`config.mk`:
```
export PLATFORM = sky130hd
export DESIGN_NAME = secded_decoder_pipe
export DESIGN_NICKNAME = d
export VERILOG_FILES = /design/src/rtl/secded_decoder_pipe.sv
export SDC_FILE = /design/constraint.sdc
export NUM_CORES = 1
export LEC_CHECK = 0
export BUFFER_PORTS_ARGS = -buffer_cell sky130_fd_sc_hd__buf_4
export CORE_AREA = 2 2 118 120
export CTS_BUF_LIST = sky130_fd_sc_hd__clkbuf_2 sky130_fd_sc_hd__clkbuf_4 sky130_fd_sc_hd__clkbuf_8
export DETAILED_ROUTE_END_ITERATION = 10
export DIE_AREA = 0 0 120 122
export GPL_TIMING_DRIVEN = 0
export SLEW_MARGIN = 15
export SYNTH_ARGS = -nofsm -noshare
export SYNTH_HDL_FRONTEND = slang
export SYNTH_SLANG_ARGS = --single-unit
```
`constraint.sdc`:
```
create_clock -name clk -period 4 [get_ports clk]
set_clock_uncertainty 0.1 [all_clocks]
set_input_delay 0 -clock clk [delete_from_list [all_inputs] [get_ports clk]]
set_output_delay 0 -clock clk [all_outputs]
set_load 0.005 [all_outputs]
```
`src/rtl/secded_decoder_pipe.sv`:
```
// Two-stage pipelined Hamming SECDED decoder with valid/ready handshakes and saturating error counters.
// Optional build macro SECDED_ERR_INJECT_EN adds inj_mask, XORed into in_code on acceptance.
module secded_decoder_pipe #(
    parameter  int DATA_W = 8,
    parameter  int CNT_W  = 16,
    // Least p with 2^p >= DATA_W+p+1, found by iterating p = clog2(DATA_W+p+1) upward from a lower bound
    localparam int PAR_W0 = $clog2(DATA_W + 1),
    localparam int PAR_W1 = $clog2(DATA_W + PAR_W0 + 1),
    localparam int PAR_W2 = $clog2(DATA_W + PAR_W1 + 1),
    localparam int PAR_W  = $clog2(DATA_W + PAR_W2 + 1),
    localparam int CODE_W = DATA_W + PAR_W + 1
) (
    input  logic              clk,
    input  logic              rst_n,
    input  logic              in_valid,
    output logic              in_ready,
    input  logic [CODE_W-1:0] in_code,
    output logic              out_valid,
    input  logic              out_ready,
    output logic [DATA_W-1:0] out_data,
    output logic [PAR_W-1:0]  out_syndrome,
    output logic [1:0]        out_err_type,
    input  logic              cnt_clr,
`ifdef SECDED_ERR_INJECT_EN
    input  logic [CODE_W-1:0] inj_mask,
`endif
    output logic [CNT_W-1:0]  cnt_corr,
    output logic [CNT_W-1:0]  cnt_uncorr
);

    localparam logic [CNT_W-1:0] CNT_MAX = {CNT_W{1'b1}};

    // Hamming position of the k-th data bit: the k-th non-power-of-two position from 3 upward
    function automatic int data_pos(input int k);
        int n;
        int pos;
        n   = 0;
        pos = 0;
        for (int q = 3; q < CODE_W; q++) begin
            if ((q & (q - 1)) != 0) begin
                if (n == k) pos = q;
                n++;
            end
        end
        return pos;
    endfunction

    logic [CODE_W-1:0] code_in;
    logic [PAR_W-1:0]  syn_c;
    logic              par_bad_c;

    logic              s1_valid;
    logic [CODE_W-2:0] s1_code;
    logic [PAR_W-1:0]  s1_syn;
    logic              s1_par_bad;

    logic              s1_adv;
    logic              in_fire;
    logic              out_fire;

    logic [CODE_W-2:0] fixed_c;
    logic [DATA_W-1:0] data_c;
    logic [1:0]        err_c;

`ifdef SECDED_ERR_INJECT_EN
    assign code_in = in_code ^ inj_mask;
`else
    assign code_in = in_code;
`endif

    assign s1_adv   = s1_valid && (!out_valid || out_ready);
    assign in_ready = !s1_valid || s1_adv;
    assign in_fire  = in_valid && in_ready;
    assign out_fire = out_valid && out_ready;

    always_comb begin
        syn_c = '0;
        for (int p = 1; p < CODE_W; p++) begin
            if (code_in[p-1]) syn_c = syn_c ^ PAR_W'(p);
        end
        par_bad_c = ^code_in;
    end

    // Classify, then flip the addressed position only for a genuine single-bit error
    always_comb begin
        fixed_c = s1_code;
        err_c   = 2'b11;
        data_c  = '0;
        if (s1_syn == '0) begin
            err_c = s1_par_bad ? 2'b01 : 2'b00;
        end else if (s1_par_bad && int'(s1_syn) <= CODE_W - 1) begin
            err_c = 2'b10;
            for (int p = 1; p < CODE_W; p++) begin
                if (PAR_W'(p) == s1_syn) fixed_c[p-1] = ~s1_code[p-1];
            end
        end
        for (int k = 0; k < DATA_W; k++) begin
            data_c[k] = fixed_c[data_pos(k) - 1];
        end
    end

    always_ff @(posedge clk or negedge rst_n) begin
        if (!rst_n) begin
            s1_valid   <= 1'b0;
            s1_code    <= '0;
            s1_syn     <= '0;
            s1_par_bad <= 1'b0;
        end else if (in_fire) begin
            s1_valid   <= 1'b1;
            s1_code    <= code_in[CODE_W-2:0];
            s1_syn     <= syn_c;
            s1_par_bad <= par_bad_c;
        end else if (s1_adv) begin
            s1_valid   <= 1'b0;
        end
    end

    always_ff @(posedge clk or negedge rst_n) begin
        if (!rst_n) begin
            out_valid    <= 1'b0;
            out_data     <= '0;
            out_syndrome <= '0;
            out_err_type <= 2'b00;
        end else if (s1_adv) begin
            out_valid    <= 1'b1;
            out_data     <= data_c;
            out_syndrome <= s1_syn;
            out_err_type <= err_c;
        end else if (out_ready) begin
            out_valid    <= 1'b0;
        end
    end

    // Counters track delivered results, so a stalled word is counted once, when it leaves
    always_ff @(posedge clk or negedge rst_n) begin
        if (!rst_n) begin
            cnt_corr   <= '0;
            cnt_uncorr <= '0;
        end else if (cnt_clr) begin
            cnt_corr   <= '0;
            cnt_uncorr <= '0;
        end else if (out_fire) begin
            if ((out_err_type == 2'b01 || out_err_type == 2'b10) && cnt_corr != CNT_MAX)
                cnt_corr <= cnt_corr + 1'b1;
            if (out_err_type == 2'b11 && cnt_uncorr != CNT_MAX)
                cnt_uncorr <= cnt_uncorr + 1'b1;
        end
    end

endmodule

```
Yosys cells after proc, flatten, opt, wreduce, memory -nomap -nowiden:

Cells that the tools add are included.
Widths: inputs -> output; s select.

* register bits: 65
* output and inout bits: 48
* logic and storage cells: 112

* add/subtract/negate cells: 2
* $lt $le $gt $ge: 1
* equal/unequal tests: 17
* mux-type cells: 39
* bitwise gates (word level): 23
* reductions and logical operators: 20

Operator list (number)
* $mux 16: 6
* $add 16x1->16 const B: 2
* $ne 16x16->1 const B: 2
* $mux 12: 2
* $eq 4x4->1 const A: 5
* $mux 4: 5
* $mux 1: 19
* $eq 3x4->1 const A: 4
* $reduce_xor 13->1: 1
* $mux 3: 4
* $not 1->1: 12
* $not 2->2: 6
* $reduce_bool 2->1: 5
* $eq 2x4->1 const A: 2
* $logic_and 1x1->1: 6
* $mux 2: 3
* $not 3->3: 2
* $eq 1x4->1 const A: 1
* $eq 2x2->1 const B: 2
* $le 4x4->1 const B: 1
* $logic_not 4->1: 1
* $reduce_and 2->1: 2
* $logic_or 1x1->1: 3
* $not 1->1 const A: 3
* 2 further kinds: 3

Logic depth before layout (Yosys ltp):

* word-level depth: 20
* mapped depth: 7

Worst setup path after synthesis:

No wires, ideal clock.

* path kind: reg-to-reg
* start point: reg out_err_type[0]
* end point: reg cnt_corr[12]
* library setup time: 0.078 ns
* arrival time: 1.930 ns
* required time: 3.822 ns
* slack: 1.892 ns
* stages on the path, launching flop included: 6
* path buffers: 0
* clock period less this slack: 2.108 ns
* cell sequence: dfrtp_1 > ha_1 > nand3_1 > or4_1 > or4_1 > a21oi_1

* word-level cells in the longest chain between the ends: 5

Ends and longest elaborated chain
* start: declaration: line 22 `output logic [1:0] out_err_type,`
* start signal: assignment: line 128 `out_err_type <= err_c;`
* $eq 2x1->1 / $eq 2x2->1 (equally long branches): line 143 `if ((out_err_type == 2'b01 || out_err_type == 2'b10) && cnt_corr != CNT_MAX)`
* $logic_or 1x1->1 *: line 143
* $logic_and 1x1->1 *: line 143
* $reduce_bool 2->1 (no source line) *
* $reduce_and 2->1 (no source line) *
* end signal: assignment: line 144 `cnt_corr <= cnt_corr + 1'b1;`
* end: declaration: line 27 `output logic [CNT_W-1:0] cnt_corr,`

Every way passes the cells marked *; elsewhere a longest branch is shown, timed or not.
A chain may end at the register's enable or synchronous reset.

Final worst setup path:

Same ends and word-level chain as after synthesis.

==> results_dict.tcl <==
set metrics [dict create \
    hold_viol 0 \
    power.leakage_nw 1.76 \
    first_iter_violations 201 \
    core_sq_mm 0.0135 \
    dieArea_sq_mm 0.0146 \
    synthMuxAreaShare 0.0685 \
    cts_sinks 61 \
    cts.clk_slew.worst_paths_ns 0.07 \
    yosysWarnings 0 \
    setup_slack_ns 1.62 \
    cp_data_arrival_time_ns 2.54 \
    design_area_sq_mm 0.00433 \
    drive_gt1_frac 0.251 \
    synth_ff_type "dfrtp_1" \
    postPlaceCellArea_sq_mm 0.00400 \
    grt_pass1_vias 2870 \
    worstPathCellList "ha_1, nand3_1, or4_1, or4_1, a21oi_1" \
    status "finished clean" \
    cts_root_buffer "clkbuf_8" \
    viasPerCell 4.86 \
    dr_total_vias 2948 \
    cp-start-kind "flip-flop" \
    synth_nets 353 \
    drc 0 \
    post_cts_buffers 0 \
    worst_slew_pin_slew_ns 0.805 \
    ys_seq_area_frac 0.464 \
    grt_max_degree 62 \
    final_common_cell "buf_4" \
    cts_tree "yes" \
    p_per_area_mw_per_mm2 405 \
    fin_setup_tns_ns 0 \
    grt_pass1_wl_mm 14.4 \
    fin_cells 606 \
    wire_per_inst_um 14.3 \
    hold_path_class "in -> reg" \
    fmax_mhz 420 \
    end_kind "flip-flop" \
    syn_area_per_cell_sq_um 9.90 \
    cts_made_buffers 9 \
    gp_congestion 0.864 \
    final_cell_mix "buf_4 (65), dfrtp_1 (61), a21oi_1 (32)" \
    ys_ff_latch 61 \
    synth_edf_count 0 \
    slowest_stage "or4_1" \
    syn2layout_area_growth_pct 31.7 \
    overflow 0 \
    antenna_found_initial 0 \
    grt_usage 0.124 \
    die_x_um 120 \
    antenna_cells 0 \
    maxCapViolCount 0 \
    synth-xor-area-share 0.0791 \
    io_pins 66 \
    wirelength_mm 8.68 \
    placementRows 43 \
    slew_viol_final 0 \
    synth_top_family_by_area "simple AND/OR/NAND/NOR gates" \
    rsz0062_at_grt "no" \
    setup-violations-final 0 \
    max-slew-margin-rel 0.464 \
    final_antenna_net_count 0 \
    synth.distinct_cells 38 \
    cp_common_cell "or4_1" \
    start_util 0.243 \
    ir_worst_vdd_v 0.000152 \
    pre_cts_ws_ns 1.64 \
    drt-pass1-iter-count 4 \
    clk_latency_ns 0.34 \
    period_share 0.595 \
    synthAdderAreaFrac 0.0114 \
    ctsHtreeMaxLevel 3 \
    synth_area_sq_mm 0.00329 \
    min_period_ns 2.38 \
    synth_compound_area_frac 0.123 \
    fin_total_pwr_mw 1.76 \
    place_hpwl_mm 6.26 \
    die_y_um 122 \
    path_max_fanout 7 \
    cts_buffer_depth 2 \
    ys_async_sr_fraction 1.00 \
    io_buffer_count 65 \
    dp_cells 577 \
    synth-simple-area-share 0.226 \
    criticalPathCategory "reg -> reg" \
    slowest_delay_ns 0.62 \
    cts_resized 0 \
    required_ns 4.16 \
    final_nets 442 \
    synthCells 332 \
]
## flip-flops by register name, indices dropped and copies added (netlist names), 2 cells and up
register,cells
cnt_corr,16
cnt_uncorr,16
out_data,8
s1_code,8
out_syndrome,4
s1_syn,4
out_err_type,2
## per-stage QoR
| stage | hold WS (ns) | util |
|---|---|---|
| detailed placement | 0.0358 | 0.296 |
| finish | 0.0579 | 0.321 |
| CTS | 0.0543 | 0.321 |
| global route | 0.0600 | 0.321 |
| global placement | 0.0300 | 0.296 |
| floorplan | -0.396 | - |
## critical path, delay by kind of cell (launching register included)
kind	cells	cell delay, ns
AND/OR/NAND/NOR	3	1.26
adder cells (fa/ha/maj)	1	0.36
flip-flops	1	0.41
AO/OA/AOI/OAI	1	0.17
## report_power, final
part	switching, mW	internal [mW]	total [mW]
Clock	0.244	0.317	0.560
Combinational	0.215	0.215	0.430
Sequential	0.0681	0.697	0.765
Total	0.526	1.23	1.76
## logic make-up (layout without fill, tap and decap cells)
logic type,count (synthesis),after routing
AOI/OAI and AO/OA,67,67
xor gates and xnor gates,25,25
adders and majority gates,3,3
buffers and inverters,24,118
DFF,61,61
muxes,20,20
and+or+nand+nor,132,132
## final timing paths
check	startpoint	endpoint	slack, ns	depth (start not counted)
max reg2reg	out_err_type[0]	cnt_corr[12]	1.62	5
max	out_err_type[0]	cnt_corr[12]	1.62	5
min reg2reg	s1_valid	out_valid	0.39	1
min	in_code[3]	s1_syn[2]	0.06	4
max in group asynchronous	rst_n	cnt_uncorr[1]	3.07	2
min in group asynchronous	rst_n	cnt_corr[14]	0.16	2
## Yosys cell counts, types with 3 or more instances
cell type,instances,area [sq um]
a21oi_1,32,160
and3_1,7,43.8
buf_2,3,15.0
clkbuf_1,13,48.8
dfrtp_1,61,1530
ha_1,3,37.5
inv_1,8,30.0
mux2_2,20,225
nand2_1,17,63.8
nand2b_1,5,31.3
nand3_1,10,50.1
nand3b_1,4,30.0
nand4_1,12,75.1
nor2_1,28,105
nor2b_1,5,31.3
nor3_1,8,40.0
nor4_1,5,31.3
o21ai_0,12,60.1
o31ai_1,15,113
or3_1,4,25.0
or4_1,18,135
xnor2_1,16,140
xnor3_1,3,67.6
xor2_1,6,52.6
## per-layer routing
layer / vias up / GRT usage / part of all wire
met3: 16 / 0.0370 / 0.056
li1: 1421 / - / -
met1: 1420 / 0.159 / 0.45
met2: 91 / 0.200 / 0.47
met5: - / 0 / 0
met4: 0 / 0.0404 / 0.015
## final cells by class
type,instances,area [sq um]
Buffer,16,63.8
Timing Repair Buffer,78,618
Fill cell,1417,9170
Tap cell,180,225
Clock inverter,4,47.5
Inverter,8,30.0
Clock buffer,12,153
Sequential cell,61,1530
Multi-Input combinational cell,247,1670
## what timing repair did
item | 4_1_cts | 5_1_grt
hold buffers | 13 | 0
hold endpoints to repair | 74 | 0
endpoints found under the setup margin | 0 | 0
Note: power is estimated with default switching activity, not from simulation.
